## src/rtl/mux4.sv

```systemverilog
// Four-way WIDTH-bit data selector; pure combinational passthrough.
module mux4 #(
  parameter int WIDTH = 8
) (
  input  logic [WIDTH-1:0] i0,
  input  logic [WIDTH-1:0] i1,
  input  logic [WIDTH-1:0] i2,
  input  logic [WIDTH-1:0] i3,
  input  logic [1:0]       sel,
  output logic [WIDTH-1:0] out
);

  // Route the selected channel to the output.
  always_comb begin
    out = i0;
    case (sel)
      2'd0: out = i0;
      2'd1: out = i1;
      2'd2: out = i2;
      2'd3: out = i3;
      default: out = i0;
    endcase
  end

endmodule

```

## src/rtl/rr_arb4.sv

```systemverilog
// Four-requester round-robin arbiter with a one-entry registered output stage.
// The pointer names the highest-priority channel; a granted channel drops to
// lowest priority for the next search.
module rr_arb4 #(
  parameter int WIDTH = 8
) (
  input  logic             clk,
  input  logic             rst_n,
  input  logic [WIDTH-1:0] i0,
  input  logic [WIDTH-1:0] i1,
  input  logic [WIDTH-1:0] i2,
  input  logic [WIDTH-1:0] i3,
  input  logic [3:0]       in_valid,
  output logic [3:0]       in_ready,
  output logic [WIDTH-1:0] out,
  output logic             out_valid,
  input  logic             out_ready,
  output logic [1:0]       out_src
);

  localparam int NCH = 4;
  localparam int IW  = 2;

  typedef enum logic {EMPTY = 1'b0, FULL = 1'b1} state_t;

  state_t          state, state_nx;
  logic [IW-1:0]   ptr;
  logic [IW-1:0]   g;
  logic [IW-1:0]   idx;
  logic            found;
  logic            any_req;
  logic            load;
  logic            take;
  logic [WIDTH-1:0] mux_out;

  assign any_req   = |in_valid;
  assign load      = (state == EMPTY) | out_ready;
  assign take      = load & any_req;
  assign out_valid = (state == FULL);

  // Rotating priority search: first requesting channel at or after ptr.
  always_comb begin
    g     = ptr;
    idx   = ptr;
    found = 1'b0;
    for (int k = 0; k < NCH; k++) begin
      idx = ptr + IW'(k);
      if (!found && in_valid[idx]) begin
        g     = idx;
        found = 1'b1;
      end
    end
  end

  // Grant is one-hot on a load with a pending request; held off during reset
  // so no producer sees a handshake that the registers will not capture.
  always_comb begin
    in_ready = '0;
    if (rst_n && take) in_ready[g] = 1'b1;
  end

  mux4 #(.WIDTH(WIDTH)) u_mux (
    .i0  (i0),
    .i1  (i1),
    .i2  (i2),
    .i3  (i3),
    .sel (g),
    .out (mux_out)
  );

  // Output-stage state register.
  always_ff @(posedge clk or negedge rst_n) begin
    if (!rst_n) state <= EMPTY;
    else        state <= state_nx;
  end

  // Next state: a load either refills the stage or drains it to empty.
  always_comb begin
    state_nx = state;
    if (load) state_nx = any_req ? FULL : EMPTY;
  end

  // Capture the granted word and advance the pointer past the winner.
  always_ff @(posedge clk or negedge rst_n) begin
    if (!rst_n) begin
      out     <= '0;
      out_src <= '0;
      ptr     <= '0;
    end else if (take) begin
      out     <= mux_out;
      out_src <= g;
      ptr     <= g + 1'b1;
    end
  end

endmodule
```

## config.mk

```make
export PLATFORM = sky130hd
export DESIGN_NAME = rr_arb4
export DESIGN_NICKNAME = d
export VERILOG_FILES = /design/src/rtl/mux4.sv /design/src/rtl/rr_arb4.sv
export SDC_FILE = /design/constraint.sdc
export NUM_CORES = 1
export LEC_CHECK = 0
export ABC_AREA = 1
export BUFFER_PORTS_ARGS = -buffer_cell sky130_fd_sc_hd__clkbuf_2
export CORE_ASPECT_RATIO = 1.4
export CORE_UTILIZATION = 40
export DETAILED_ROUTE_END_ITERATION = 7
export PLACE_DENSITY = 0.69
export RECOVER_POWER = 100
export SYNTH_ARGS = -nofsm -noshare
export SYNTH_HDL_FRONTEND = slang
export SYNTH_SLANG_ARGS = --single-unit
```

## constraint.sdc

```tcl
create_clock -name clk -period 3.1 [get_ports clk]
set_clock_uncertainty 0.05 [all_clocks]
set_input_delay 0.155 -clock clk [delete_from_list [all_inputs] [get_ports clk]]
set_output_delay 0.155 -clock clk [all_outputs]
set_load 0.01 [all_outputs]
```

==> results of run 1 <==
-- worst max path at each step --
stage	startpoint	end	slack, ps
2_1_floorplan	ptr[0]	out[0]	890
3_3_place_gp	ptr[0]	out[5]	530
6_report	ptr[0]	in_ready[1]	300
5_1_grt	ptr[0]	in_ready[2]	30
4_1_cts	ptr[0]	in_ready[1]	330
3_5_place_dp	ptr[0]	out[0]	500
-- Yosys cell counts (2+ instances only) --
cell and number:
a21oi_1 8, ha_1 5, inv_1 13, o21ai_2 3, nand3_2 3, nand2_2 15
clkbuf_1 3, buf_4 2, o211ai_1 8, dfrtp_1 13, buf_6 2, nand2_1 69
nand2_4 3, nor2_1 4, nand3_1 13, inv_2 3
-- worst register-to-register path, delay by kind of cell, from the launching register on --
family / cells / cell delay, ps
DFF: 1 / 540
and+or+nand+nor: 11 / 900
AOI/OAI and AO/OA: 1 / 250
buffers and inverters: 2 / 450
adders and majority gates: 1 / 320
-- power breakdown --
part | internal, W | switching [W] | total, W | leakage, nW
sequential | 0.000251 | 0.0000766 | 0.000328 | 0.157
combinational | 0.000449 | 0.000832 | 0.00128 | 0.614
clock | 0.0000497 | 0.0000521 | 0.000102 | 0.0150
-- cell families after synthesis --
family	synth area share
simple gates	0.449
buf+inv	0.0969
compound gates	0.121
flops	0.280
fa+ha+maj	0.0538
-- metal layers --
metal	vias to the layer above	GRT usage	wire (µm)
met3	4	0.0301	141
met2	42	0.392	1580
met5	-	0	0
li1	646	-	-
met1	571	0.237	1230
met4	0	0.0625	39
-- metrics by stage --
step	instance area, µm²	setup WS [ps]	utilization
finish	1440	302	0.532
global route	1440	27.4	0.532
CTS	1460	330	0.540
detailed placement	1420	503	0.526
global placement	1420	533	0.526
floorplan	1160	894	-
-- cell usage in the layout (no fill, tap or decap) --
master,instances
nand2_2,14
o211ai_1,8
dlygate4sd3_1,1
nor2_1,4
nand3_2,3
nor4_1,1
inv_2,3
clkbuf_1,16
nor2_2,1
nand3_1,13
o21ai_0,1
dfrtp_1,13
inv_1,13
clkbuf_4,3
o21ai_2,3
ha_1,5
nand4_2,1
a21oi_2,1
clkbuf_2,38
nand2_1,70
nand2_4,3
a21oi_1,8
-- sequential cells by signal, indices dropped and copies added (netlist names) --
| register | cells |
|---|---|
| out | 8 |
| out_src | 2 |
| ptr | 2 |
| out_valid | 1 |
-- cell type report --
cell class,count,area share
well taps,36,0.0314
multi-input cells,136,0.503
flip-flops and latches,13,0.227
repair buffers,54,0.179
clock buffers,4,0.0183
inverters,16,0.0418
==> metrics.sh, run 1 <==
CRITICAL_PATH_CELL_COUNT=15
VDD_IR_DROP_MAX_V=0.000706
POST-PLACE-CELLS=254
HOLDPATHEND='out[3]'
NETLIST_AREA_UM2=1160
FINAL_MAX_SLEW_VIOL_COUNT=0
OVERALL_DIE_HEIGHT_UM=65.8
DETAIL_ROUTE.ITER0.VIOLATIONS=31
REPORT.FINAL.HOLD_VIOL_COUNT=0
FINAL-SETUP-VIOL-COUNT=0
POWER.LEAKAGE_nW=0.785
LIST_OF_CELLS_TRAVERSED_BY_THE_CRITICAL_PATH='inv_2, nand2_1, nand2_1, nand2_1, nand2_1, nand3_2, nand2_1, nand2_1, nand2_1, nand2_2, nand2_2, ha_1, inv_1, nor2_1, clkbuf_1'
RELSLEWSLACK=0.491
FF_LATCH_AREA_UM2=325
FIRST_PASS_GRT_WIRE_LENGTH_UM=4840
ANTENNA_FOUND_INITIAL=0
NFILLCELLS=318
SYNTHTOLAYOUTAREAGROWTH_PCT=23.5
DRTANTENNAVIOLNETS=0
FF2FF_PATH_DEPTH=15
SYNTHCELLS=173
WL_PER_CELL_UM=11.6
CP_SLOWEST_STAGE_DELAY_PS=540
WORST_HOLD_STARTPOINT='i0[3]'
VIAS_PER_CELL=4.88
SYNTH_TOP_CELLS_BY_AREA='dfrtp_1 28%, nand2_1 22%, nand2_2 8.1%'
SYNTH-SEQ-CELLS=13
CTS-BUFFERS-INSERTED=3
RSZ0062_AT_GRT='false'
CRITICAL_PATH.MOST_COMMON_CELL='nand2_1'
FIRST_GLOBAL_VIAS=1192
MAX-CLOCK-PATH-BUFFERS=2
FINAL.PERIOD_UTILIZATION=0.903
SETUP_SLACK_ON_THE_WORST_FLOP_TO_FLOP_PATH_PS=460
TRACK_USAGE=0.212
WHS_PS=64.6
SYNTH.YOSYS.SEQ_AREA_SHARE=0.280
CP.REQUIRED_PS=2890
TOTAL_POWER_W=0.00171
POST-ROUTE-MIN-PERIOD_PS=2800
DRIVE_ABOVE_1_SHARE=0.314
SYNTH_ENABLE_FLOP_CELLS=0
HOLD_CRIT_PATH_TYPE='in -> reg'
DPL.HPWL_UM=2430
TOP_LEVEL_PORTS=54
FINAL_CELLS=259
NUMBER_OF_BUFFERS_ADDED_ON_PORTS=53
YS.FLOP_TYPE='dfrtp_1'
OUTCOME='complete, no violations'
DRV.MAX_CAP_VIOLATION_COUNT=0
SETUP_TNS_PS=0
MAX_CLOCK_FREQ_GHz=0.357
GRT_START_MAX_NET_PINS=16
SYNTH_TOP_AREA_CELL='dfrtp_1'
DRTPASS1ITERATIONS=2
FLOORPLAN.INITIALDENSITY=0.431
YOSYS_WARNINGS=0
POSTCTSSETUPBUFFERS=0
DRC=0
VIA_COUNT=1263
SYNTH.LIB_CELLS_USED.DISTINCT=22
CTSRESIZECOUNT=0
INSERTEDDIODECOUNT=0
CTS_TREE='built'
OVERFLOW=0
TIMING.RR.START='ptr[0]'
FINALNETCOUNT=268
CLOCK_SINKS=13
CRITPATHMAXFANOUT=12
SYN-NUM-NETS=217
CP-END-KIND='output pin'
FLOORPLAN.CORE_AREA_UM2=2700
SYN_AREA_CELL_UM2=6.72
CHIPWIDTH_UM=47.6
TIMING_WORST_SLEW_PIN_VALUE_PS=764
COUNT_OF_HOLD_BUFFERS_INSERTED_BY_POST_CTS_REPAIR=1
CLOCK_ROOT_BUFFER_MASTER='clkbuf_4'
CRITPATHTOPFAMILY='simple AND/OR/NAND/NOR gates'
P_PER_AREA_nW_PER_UM2=1190
CTS.REPORTEDPATHS.CLKPINSLEW_PS=80
WS_PATH_TYPE='reg -> out'
DETAIL_ROUTE.WIRELENGTH_UM=2990
CLOCK_LATENCY_PS=270
MULTI_INPUT_AREA_UM2=722
WORSTREG2REGEND='out[5]'
CP.BUFFERS_INVERTERS=3
ROW_COUNT=22
CRIT_SLOWEST_CELL='dfrtp_1'
CTS_MAX_LEVEL=1
GP_ROUTABILITY_CONGESTION=0.785
DIE_AREA_UM2=3130
SYNTH_ASYNC_SR_FLOP_SHARE=1.00
YOSYSTOPAREACELLSHARE=0.280
MIN_PATH_CELLS=3
STARTPOINT_TYPE='flop'
CRIT_ARRIVAL_PS=2590
Note: power is estimated with default switching activity, not from simulation.
==> inputs of run 2 (changes only) <==
--- a/config.mk
+++ b/config.mk
@@ -14,4 +14,5 @@
 export RECOVER_POWER = 100
 export SYNTH_ARGS = -nofsm -noshare
 export SYNTH_HDL_FRONTEND = slang
+export SYNTH_HIERARCHICAL = 1
 export SYNTH_SLANG_ARGS = --single-unit
==> run 2 against run 1 <==
Against the previous run:
- non-clock buffer count unchanged
- synthesized cell count increased by 5.2%
- clock-buffer cell count unchanged
- via count increased by 5.9%
- largest cell class unchanged
- largest power group unchanged
==> metrics.sh, run 2 <==
DETAIL_ROUTE.WIRELENGTH_UM=2800  # was 2990 µm
PRE_CTS_WS_PS=517  # was 503 ps
CRITPATHTOPFAMILY='simple AND/OR/NAND/NOR gates'  # unchanged
LARGEST_REGISTER_FFS=8  # unchanged
CTS_MAX_LEVEL=1  # unchanged
P_PER_AREA_nW_PER_UM2=1180  # was 1190 nW/µm²
TIMING_WORST_SLEW_PIN_VALUE_PS=755  # was 764 ps
SYNTH_TOP_AREA_CELL='dfrtp_1'  # unchanged
WL_PER_CELL_UM=10.4  # was 11.6 µm
DRC=0  # unchanged
RSZ0062_AT_GRT='false'  # unchanged
SYNTH_XOR_XNOR_AREA_SHARE=0  # unchanged
SYNTH.YOSYS.SEQ_AREA_SHARE=0.280  # about the same
SYNTHTOLAYOUTAREAGROWTH_PCT=22.7  # was 23.5%
FIRST_GLOBAL_VIAS=1135  # was 1,192
YS.FLOP_TYPE='dfrtp_1'  # unchanged
POST-PLACE-CELLS=263  # was 254
MUXSHAREOFSYNTHAREA=0  # unchanged
POST_SYNTHESIS_COMPOUND_GATE_AREA_FRACTION=0.0269  # was 0.121
POST-ROUTE-MIN-PERIOD_PS=2790  # was 2800 ps
CTS-BUFFERS-INSERTED=3  # unchanged
STARTPOINT_TYPE='flop'  # unchanged
CHIPWIDTH_UM=47.6  # about the same
CLOCK_ROOT_BUFFER_MASTER='clkbuf_4'  # unchanged
CP.REQUIRED_PS=2890  # about the same
ANTENNA_FOUND_INITIAL=0  # unchanged
WORST_HOLD_STARTPOINT='out_ready'  # was i0[3]
POWER.LEAKAGE_nW=0.787  # was 0.785 nW
MAX-CLOCK-PATH-BUFFERS=2  # unchanged
OUTCOME='complete, no violations'  # unchanged
FINAL.PERIOD_UTILIZATION=0.899  # was 0.903
CRIT_ARRIVAL_PS=2580  # was 2590 ps
LAYOUT.CELLS.MOST_COMMON_LIST='78 x nand2_1, 38 x clkbuf_2, 30 x nand3_1, 16 x clkbuf_1, 13 x dfrtp_1'  # was 70 x nand2_1, 38 x clkbuf_2, 16 x clkbuf_1, 14 x nand2_2
LAYOUT_SETUP_WS_PS=313  # was 302 ps
FINAL_CELLS=269  # was 259
CRITPATHMAXFANOUT=20  # was 12
LAYOUT.CELLS.MOST_COMMON='nand2_1'  # unchanged
SYNTH_ASYNC_SR_FLOP_SHARE=1.00  # unchanged
YOSYS.CELL_COUNT.TOP_TYPE='nand2_1'  # unchanged
CP-END-KIND='output pin'  # unchanged
TIMING.RR.START='ptr[0]'  # unchanged
FINALNETCOUNT=277  # was 268
CP_SLOWEST_STAGE_DELAY_PS=580  # was 540 ps
FIN_UTIL=0.529  # was 0.532
VIA_COUNT=1337  # was 1,263
TRACK_USAGE=0.196  # was 0.212
GP_ROUTABILITY_CONGESTION=0.878  # was 0.785
DPL.HPWL_UM=2210  # was 2430 µm
MULTI_INPUT_AREA_UM2=702  # was 722 µm²
YOSYS_WARNINGS=6  # was 0
SYNTH.LIB_CELLS_USED.DISTINCT=18  # was 22
DRIVE_ABOVE_1_SHARE=0.275  # was 0.314
POSTCTSSETUPBUFFERS=0  # unchanged
WHS_PS=80.4  # was 64.6 ps
NETLIST_AREA_UM2=1160  # about the same
WS_PATH_TYPE='reg -> out'  # unchanged
OVERFLOW=0  # unchanged
FLOORPLAN.CORE_AREA_UM2=2700  # unchanged
HOLD_CRIT_PATH_TYPE='in -> reg'  # unchanged
SETUP_SLACK_ON_THE_WORST_FLOP_TO_FLOP_PATH_PS=530  # was 460 ps
DRTANTENNAVIOLNETS=0  # unchanged
VIAS_PER_CELL=4.97  # was 4.88
TOP_LEVEL_PORTS=54  # unchanged
SYNTHCELLS=182  # was 173
SYN_AREA_CELL_UM2=6.39  # was 6.72 µm²
SYN-NUM-NETS=225  # was 217
LARGESTREGISTERS='out: 8 flops, out_src: 2 flops, ptr: 2 flops'  # unchanged
DRTPASS1ITERATIONS=4  # was 2
CRITICAL_PATH.MOST_COMMON_CELL='nand2_1'  # unchanged
CP.BUFFERS_INVERTERS=4  # was 3
SYNTH_ENABLE_FLOP_CELLS=0  # unchanged
INSERTEDDIODECOUNT=0  # unchanged
NUMBER_OF_BUFFERS_ADDED_ON_PORTS=53  # unchanged
CTS_TREE='built'  # unchanged
SETUP_TNS_PS=0  # unchanged
FINAL_MAX_SLEW_VIOL_COUNT=0  # unchanged
FINAL-SETUP-VIOL-COUNT=0  # unchanged
LIST_OF_CELLS_TRAVERSED_BY_THE_CRITICAL_PATH='inv_2, nand2_1, nand2_2, nand2_1, nand2_2, nand3_1, nand2_1, nand2_1, nand2_1, nand2_1, nand2_2, inv_2, ha_1, inv_1, nor2_1, clkbuf_1'  # was inv_2, nand2_1, nand2_1, nand2_1, nand2_1, nand3_2, nand2_1, nand2_1, nand2_1, nand2_2, nand2_2, ha_1, inv_1, nor2_1, clkbuf_1
FIRST_PASS_GRT_WIRE_LENGTH_UM=4570  # was 4840 µm
HOLDPATHEND='out_valid'  # was out[3]
REGMOSTFLOPS='out'  # unchanged
FF2FF_PATH_DEPTH=14  # was 15
CRIT_SLOWEST_CELL='dfrtp_1'  # unchanged
REPORT.FINAL.HOLD_VIOL_COUNT=0  # unchanged
CTS.REPORTEDPATHS.CLKPINSLEW_PS=70  # was 80 ps
CLOCK_SINKS=13  # unchanged
SYNTH-SEQ-CELLS=13  # unchanged
MAX_CLOCK_FREQ_GHz=0.359  # was 0.357 GHz
MIN_PATH_CELLS=4  # was 3
DRV.MAX_CAP_VIOLATION_COUNT=0  # unchanged
ROW_COUNT=22  # unchanged
SYNTHADDERAREAFRAC=0.0430  # was 0.0538
DIE_AREA_UM2=3130  # about the same
GRT_START_MAX_NET_PINS=21  # was 16
FLOORPLAN.INITIALDENSITY=0.431  # about the same
VDD_IR_DROP_MAX_V=0.000776  # was 0.000706 V
SYNTHSIMPLEGATEAREAFRAC=0.533  # was 0.449
RELSLEWSLACK=0.497  # was 0.491
CLOCK_LATENCY_PS=280  # was 270 ps
YOSYSTOPAREACELLSHARE=0.280  # about the same
FF_LATCH_AREA_UM2=325  # unchanged
SYNTH_TOP_CELLS_BY_AREA='dfrtp_1 28%, nand2_1 25%, nand3_1 13%'  # was dfrtp_1 28%, nand2_1 22%, nand2_2 8.1%
NFILLCELLS=313  # was 318
SYNTH.CELLS.MOST_FREQUENT='78 x nand2_1, 30 x nand3_1, 13 x dfrtp_1'  # was 69 x nand2_1, 15 x nand2_2, 13 x dfrtp_1, 13 x inv_1, 13 x nand3_1
DETAIL_ROUTE.ITER0.VIOLATIONS=37  # was 31
SYNTH_TOP_FAMILY_BY_AREA='simple AND/OR/NAND/NOR gates'  # unchanged
WORSTREG2REGEND='out[6]'  # was out[5]
OVERALL_DIE_HEIGHT_UM=65.8  # about the same
[run 2: changes by cell type in the layout (fill, tap and decap cells not counted), moves of 4 or more]
cell,delta
nand2_1,+8
a21oi_1,-8
o211ai_1,-8
nand3_1,+17
nand4_1,+10
nand2_2,-4
[run 2: how the worst max path moves through the flow]
| stage | from | endpoint | slack [ps] | depth (start not counted) |
|---|---|---|---|---|
| after floorplan | ptr[0] | out[0] | 1180 | 17 |
| after detailed placement | ptr[0] | in_ready[1] | 520 | 12 |
| after CTS | ptr[0] | in_ready[1] | 200 | 12 |
| after global placement | ptr[0] | in_ready[1] | 520 | 14 |
| final | ptr[0] | in_ready[2] | 310 | 16 |
| after global routing | ptr[0] | in_ready[3] | 50 | 13 |
[run 2: final cells by class]
cell class / count / area share
timing repair inverter: 1 / 0.00351
timing repair buffer: 54 / 0.180
multi-input combinational: 144 / 0.492
sequential: 13 / 0.228
inverter: 17 / 0.0473
tap: 36 / 0.0316
clock buffer: 4 / 0.0184
[run 2: kinds of logic after synthesis]
kind of cell               count (synthesis)
and+or+nand+nor                          136
buffers and inverters                     25
DFF                                       13
AOI/OAI and AO/OA                          4
adders and majority gates                  4
[run 2: repair_timing]
| item | CTS | global route |
|---|---|---|
| endpoints found under the setup margin | 0 | 2 |
| hold endpoints to repair | 13 | 0 |
| hold buffers | 1 | 0 |
| gates resized for setup | 0 | 1 |
[run 2: per-stage QoR]
stage	power, W	instance area (µm²)
2_1_floorplan	0.00143	1160
3_3_place_gp	0.00158	1400
3_5_place_dp	0.00158	1400
4_1_cts	0.00169	1440
5_1_grt	0.00190	1430
6_report	0.00168	1430
[run 2: tightest hold or removal path, delay by kind of cell]
kind                   cells  cell delay (ps)
buffers and inverters      2              100
and+or+nand+nor            2              110
[run 2: routing by layer]
layer	up-vias	track usage	routed length (µm)
li1	688	-	-
met1	579	0.240	1180
met2	61	0.330	1390
met3	9	0.0109	155
met4	0	0.101	81
met5	-	0	0
[run 2: where the power goes]
part,switching [W],internal [W]
registers,0.0000700,0.000254
clock network,0.0000556,0.0000500
logic,0.000846,0.000407
total,0.000972,0.000711
==> inputs of run 3 (changes only) <==
--- a/config.mk
+++ b/config.mk
@@ -7,7 +7,6 @@
 export LEC_CHECK = 0
 export ABC_AREA = 1
 export BUFFER_PORTS_ARGS = -buffer_cell sky130_fd_sc_hd__clkbuf_2
-export CORE_ASPECT_RATIO = 1.4
 export CORE_UTILIZATION = 40
 export DETAILED_ROUTE_END_ITERATION = 7
 export PLACE_DENSITY = 0.69
==> run 3 against run 2 <==
Against the previous run:
- register-to-register slack got worse by 190 ps
- setup slack got worse by 13 ps
- non-clock buffer count unchanged
- cell count decreased by 1.9%
- global-route usage decreased by 1.6 points
- die area hardly changed
- clock-buffer cell count is the same
- routed wire length decreased by 2.5%
- design area decreased by 1.6%
- largest cell class unchanged
==> metrics.sh, run 3 (synthesis gave the netlist of run 2 again) <==
REPORT.FINAL.HOLD_VIOL_COUNT=0  # unchanged
DRIVE_ABOVE_1_SHARE=0.262  # was 0.275
DRTPASS1ITERATIONS=4  # unchanged
TOP_LEVEL_PORTS=54  # unchanged
FINAL_MAX_SLEW_VIOL_COUNT=0  # unchanged
CLOCK_ROOT_BUFFER_MASTER='clkbuf_4'  # unchanged
DPL_CELL_AREA_UM2=1400  # about the same
RELSLEWSLACK=0.541  # was 0.497
LAYOUT_SETUP_WS_PS=300  # was 313 ps
SETUP_TNS_PS=0  # unchanged
POWER.SHARE.SEQUENTIAL=0.196  # was 0.192
GP_ROUTABILITY_CONGESTION=0.840  # was 0.878
DETAIL_ROUTE.ITER0.VIOLATIONS=37  # unchanged
ROW_COUNT=19  # was 22
VDD_IR_DROP_MAX_V=0.000735  # was 0.000776 V
DRTANTENNAVIOLNETS=0  # unchanged
SYNTHTOLAYOUTAREAGROWTH_PCT=20.8  # was 22.7%
TIMING_WORST_SLEW_PIN_VALUE_PS=689  # was 755 ps
WHS_PS=102  # was 80.4 ps
WORST_HOLD_STARTPOINT='out_ready'  # unchanged
POWER.SWITCHING_FRACTION=0.578  # was 0.577
FLOORPLAN.INITIALDENSITY=0.422  # was 0.431
VIAS_PER_CELL=4.88  # was 4.97
LIST_OF_CELLS_TRAVERSED_BY_THE_CRITICAL_PATH='inv_2, nand2_1, nand2_2, o21ai_2, nand3_1, nor2_1, nand2_1, nand2_2, clkinvlp_4, ha_1, inv_1, nor2_1, clkbuf_1'  # was inv_2, nand2_1, nand2_2, nand2_1, nand2_2, nand3_1, nand2_1, nand2_1, nand2_1, nand2_1, nand2_2, inv_2, ha_1, inv_1, nor2_1, clkbuf_1
TIMING.RR.START='ptr[0]'  # unchanged
HOLD_CRIT_PATH_TYPE='in -> reg'  # unchanged
CTS.REPORTEDPATHS.CLKPINSLEW_PS=70  # about the same
OVERALL_DIE_HEIGHT_UM=55.9  # was 65.8 µm
CRITPATHTOPFAMILY='simple AND/OR/NAND/NOR gates'  # unchanged
OUTCOME='complete, no violations'  # unchanged
FINAL-SETUP-VIOL-COUNT=0  # unchanged
OVERFLOW=0  # unchanged
INSERTEDDIODECOUNT=0  # unchanged
LARGESTREGISTERS='out: 8 flops, out_src: 2 flops, ptr: 2 flops'  # unchanged
P_PER_AREA_nW_PER_UM2=1180  # about the same
HOLDPATHEND='out_valid'  # unchanged
CP_SLOWEST_STAGE_DELAY_PS=600  # was 580 ps
DIE_AREA_UM2=3130  # about the same
WS_PATH_TYPE='reg -> out'  # unchanged
CTS-BUFFERS-INSERTED=3  # unchanged
ANTENNA_FOUND_INITIAL=0  # unchanged
MAX-CLOCK-PATH-BUFFERS=2  # unchanged
FINAL.PERIOD_UTILIZATION=0.903  # was 0.899
CTS_MAX_LEVEL=1  # unchanged
CRIT_SLOWEST_CELL='dfrtp_1'  # unchanged
CRIT_ARRIVAL_PS=2600  # was 2580 ps
CP-END-KIND='output pin'  # unchanged
DRV.MAX_CAP_VIOLATION_COUNT=0  # unchanged
POWER.LEAKAGE_nW=0.781  # was 0.787 nW
GRT_START_MAX_NET_PINS=21  # unchanged
NUMBER_OF_BUFFERS_ADDED_ON_PORTS=53  # unchanged
CHIPWIDTH_UM=55.9  # was 47.6 µm
SWITCH_PWR_W=0.000960  # was 0.000972 W
POST-ROUTE-MIN-PERIOD_PS=2800  # was 2790 ps
CP.BUFFERS_INVERTERS=4  # unchanged
FIRST_PASS_GRT_WIRE_LENGTH_UM=4640  # was 4570 µm
FIRST_GLOBAL_VIAS=1058  # was 1,135
CTS_TREE='built'  # unchanged
FF_LATCH_AREA_UM2=325  # unchanged
REGMOSTFLOPS='out'  # unchanged
TRACK_USAGE=0.181  # was 0.196
POWER_FRAC_COMB=0.745  # about the same
DPL.HPWL_UM=2100  # was 2210 µm
VIA_COUNT=1289  # was 1,337
MULTI_INPUT_AREA_UM2=687  # was 702 µm²
RSZ0062_AT_GRT='false'  # unchanged
LAYOUT.CELLS.MOST_COMMON='nand2_1'  # unchanged
MAX_CLOCK_FREQ_GHz=0.357  # was 0.359 GHz
FINALNETCOUNT=277  # unchanged
FLOORPLAN.CORE_AREA_UM2=2760  # was 2700 µm²
NFILLCELLS=321  # was 313
MIN_PATH_CELLS=4  # unchanged
TOTAL_POWER_W=0.00166  # was 0.00168 W
DRC=0  # unchanged
POSTCTSSETUPBUFFERS=0  # unchanged
WL_PER_CELL_UM=10.4  # about the same
PWR-SHARE-CLK=0.059  # was 0.063
PRE_CTS_WS_PS=488  # was 517 ps
LARGEST_REGISTER_FFS=8  # unchanged
SETUP_SLACK_ON_THE_WORST_FLOP_TO_FLOP_PATH_PS=340  # was 530 ps
FF2FF_PATH_DEPTH=14  # unchanged
FIN_AREA_UM2=1410  # was 1430 µm²
CP.REQUIRED_PS=2890  # about the same
DETAIL_ROUTE.WIRELENGTH_UM=2730  # was 2800 µm
CLOCK_LATENCY_PS=260  # was 280 ps
CLOCK_SINKS=13  # unchanged
POWER_REPORT.INTERNAL_TOTAL_W=0.000702  # was 0.000711 W
WORSTREG2REGEND='out[6]'  # unchanged
STARTPOINT_TYPE='flop'  # unchanged
LAYOUT.CELLS.MOST_COMMON_LIST='78 x nand2_1, 37 x clkbuf_2, 31 x nand3_1, 17 x clkbuf_1, 13 x dfrtp_1'  # was 78 x nand2_1, 38 x clkbuf_2, 30 x nand3_1, 16 x clkbuf_1, 13 x dfrtp_1
CRITPATHMAXFANOUT=12  # was 20
## run 3: cell counts in the layout (fill, tap and decap cells not counted)
No cell type changed its count.
## run 3: through the flow
| step | std cells | utilization |
|---|---|---|
| 3_3_place_gp | 258 | 0.506 |
| 2_1_floorplan | 182 | - |
| 5_1_grt | 264 | 0.510 |
| 3_5_place_dp | 258 | 0.506 |
| 4_1_cts | 263 | 0.519 |
| 6_report | 264 | 0.510 |
## run 3: layout make-up
type / count / share of cell area
sequential: 13 / 0.232
tap: 31 / 0.0276
timing repair inverter: 1 / 0.00356
multi-input combinational: 144 / 0.489
timing repair buffer: 54 / 0.182
clock buffer: 4 / 0.0187
inverter: 17 / 0.0481
## run 3: what timing repair did
item | 4_1_cts | 5_1_grt
endpoints found under the hold margin | 13 | 0
gates resized for setup | 0 | 1
endpoints found under the setup margin | 0 | 2
hold buffers | 1 | 0
## run 3: how the worst max path moves through the flow
stage | cells past startpoint | slack, ps | to | from
after detailed placement | 13 | 490 | out[2] | ptr[0]
after floorplan | 17 | 1180 | out[0] | ptr[0]
final | 13 | 300 | in_ready[3] | ptr[0]
after global routing | 14 | 40 | out[7] | ptr[0]
after CTS | 12 | 190 | in_ready[1] | ptr[0]
after global placement | 12 | 540 | in_ready[3] | ptr[0]
## run 3: power by group through the flow
stage / sequential [W] / combinational (W) / clock (W)
2_1_floorplan: 0.000333 / 0.00110 / 0
3_3_place_gp: 0.000326 / 0.00126 / 0
3_5_place_dp: 0.000326 / 0.00127 / 0
4_1_cts: 0.000324 / 0.00127 / 0.000103
5_1_grt: 0.000337 / 0.00142 / 0.000114
6_report: 0.000325 / 0.00124 / 0.0000978
## run 3: metal layers
metal  GRT usage  share of wire  wire length, µm  vias up
li1            -              -                -      686
met1       0.293           0.53             1460      554
met2       0.248           0.41             1130       49
met3      0.0233          0.053              144        0
met4      0.0488              0                0        0
met5           0              0                0        -
## run 3: worst register-to-register path: cells and delay by family (launching register included)
kind | cells | cell delay [ps]
AOI/OAI and AO/OA | 1 | 150
and+or+nand+nor | 11 | 1450
DFF | 1 | 600
buffers and inverters | 2 | 440
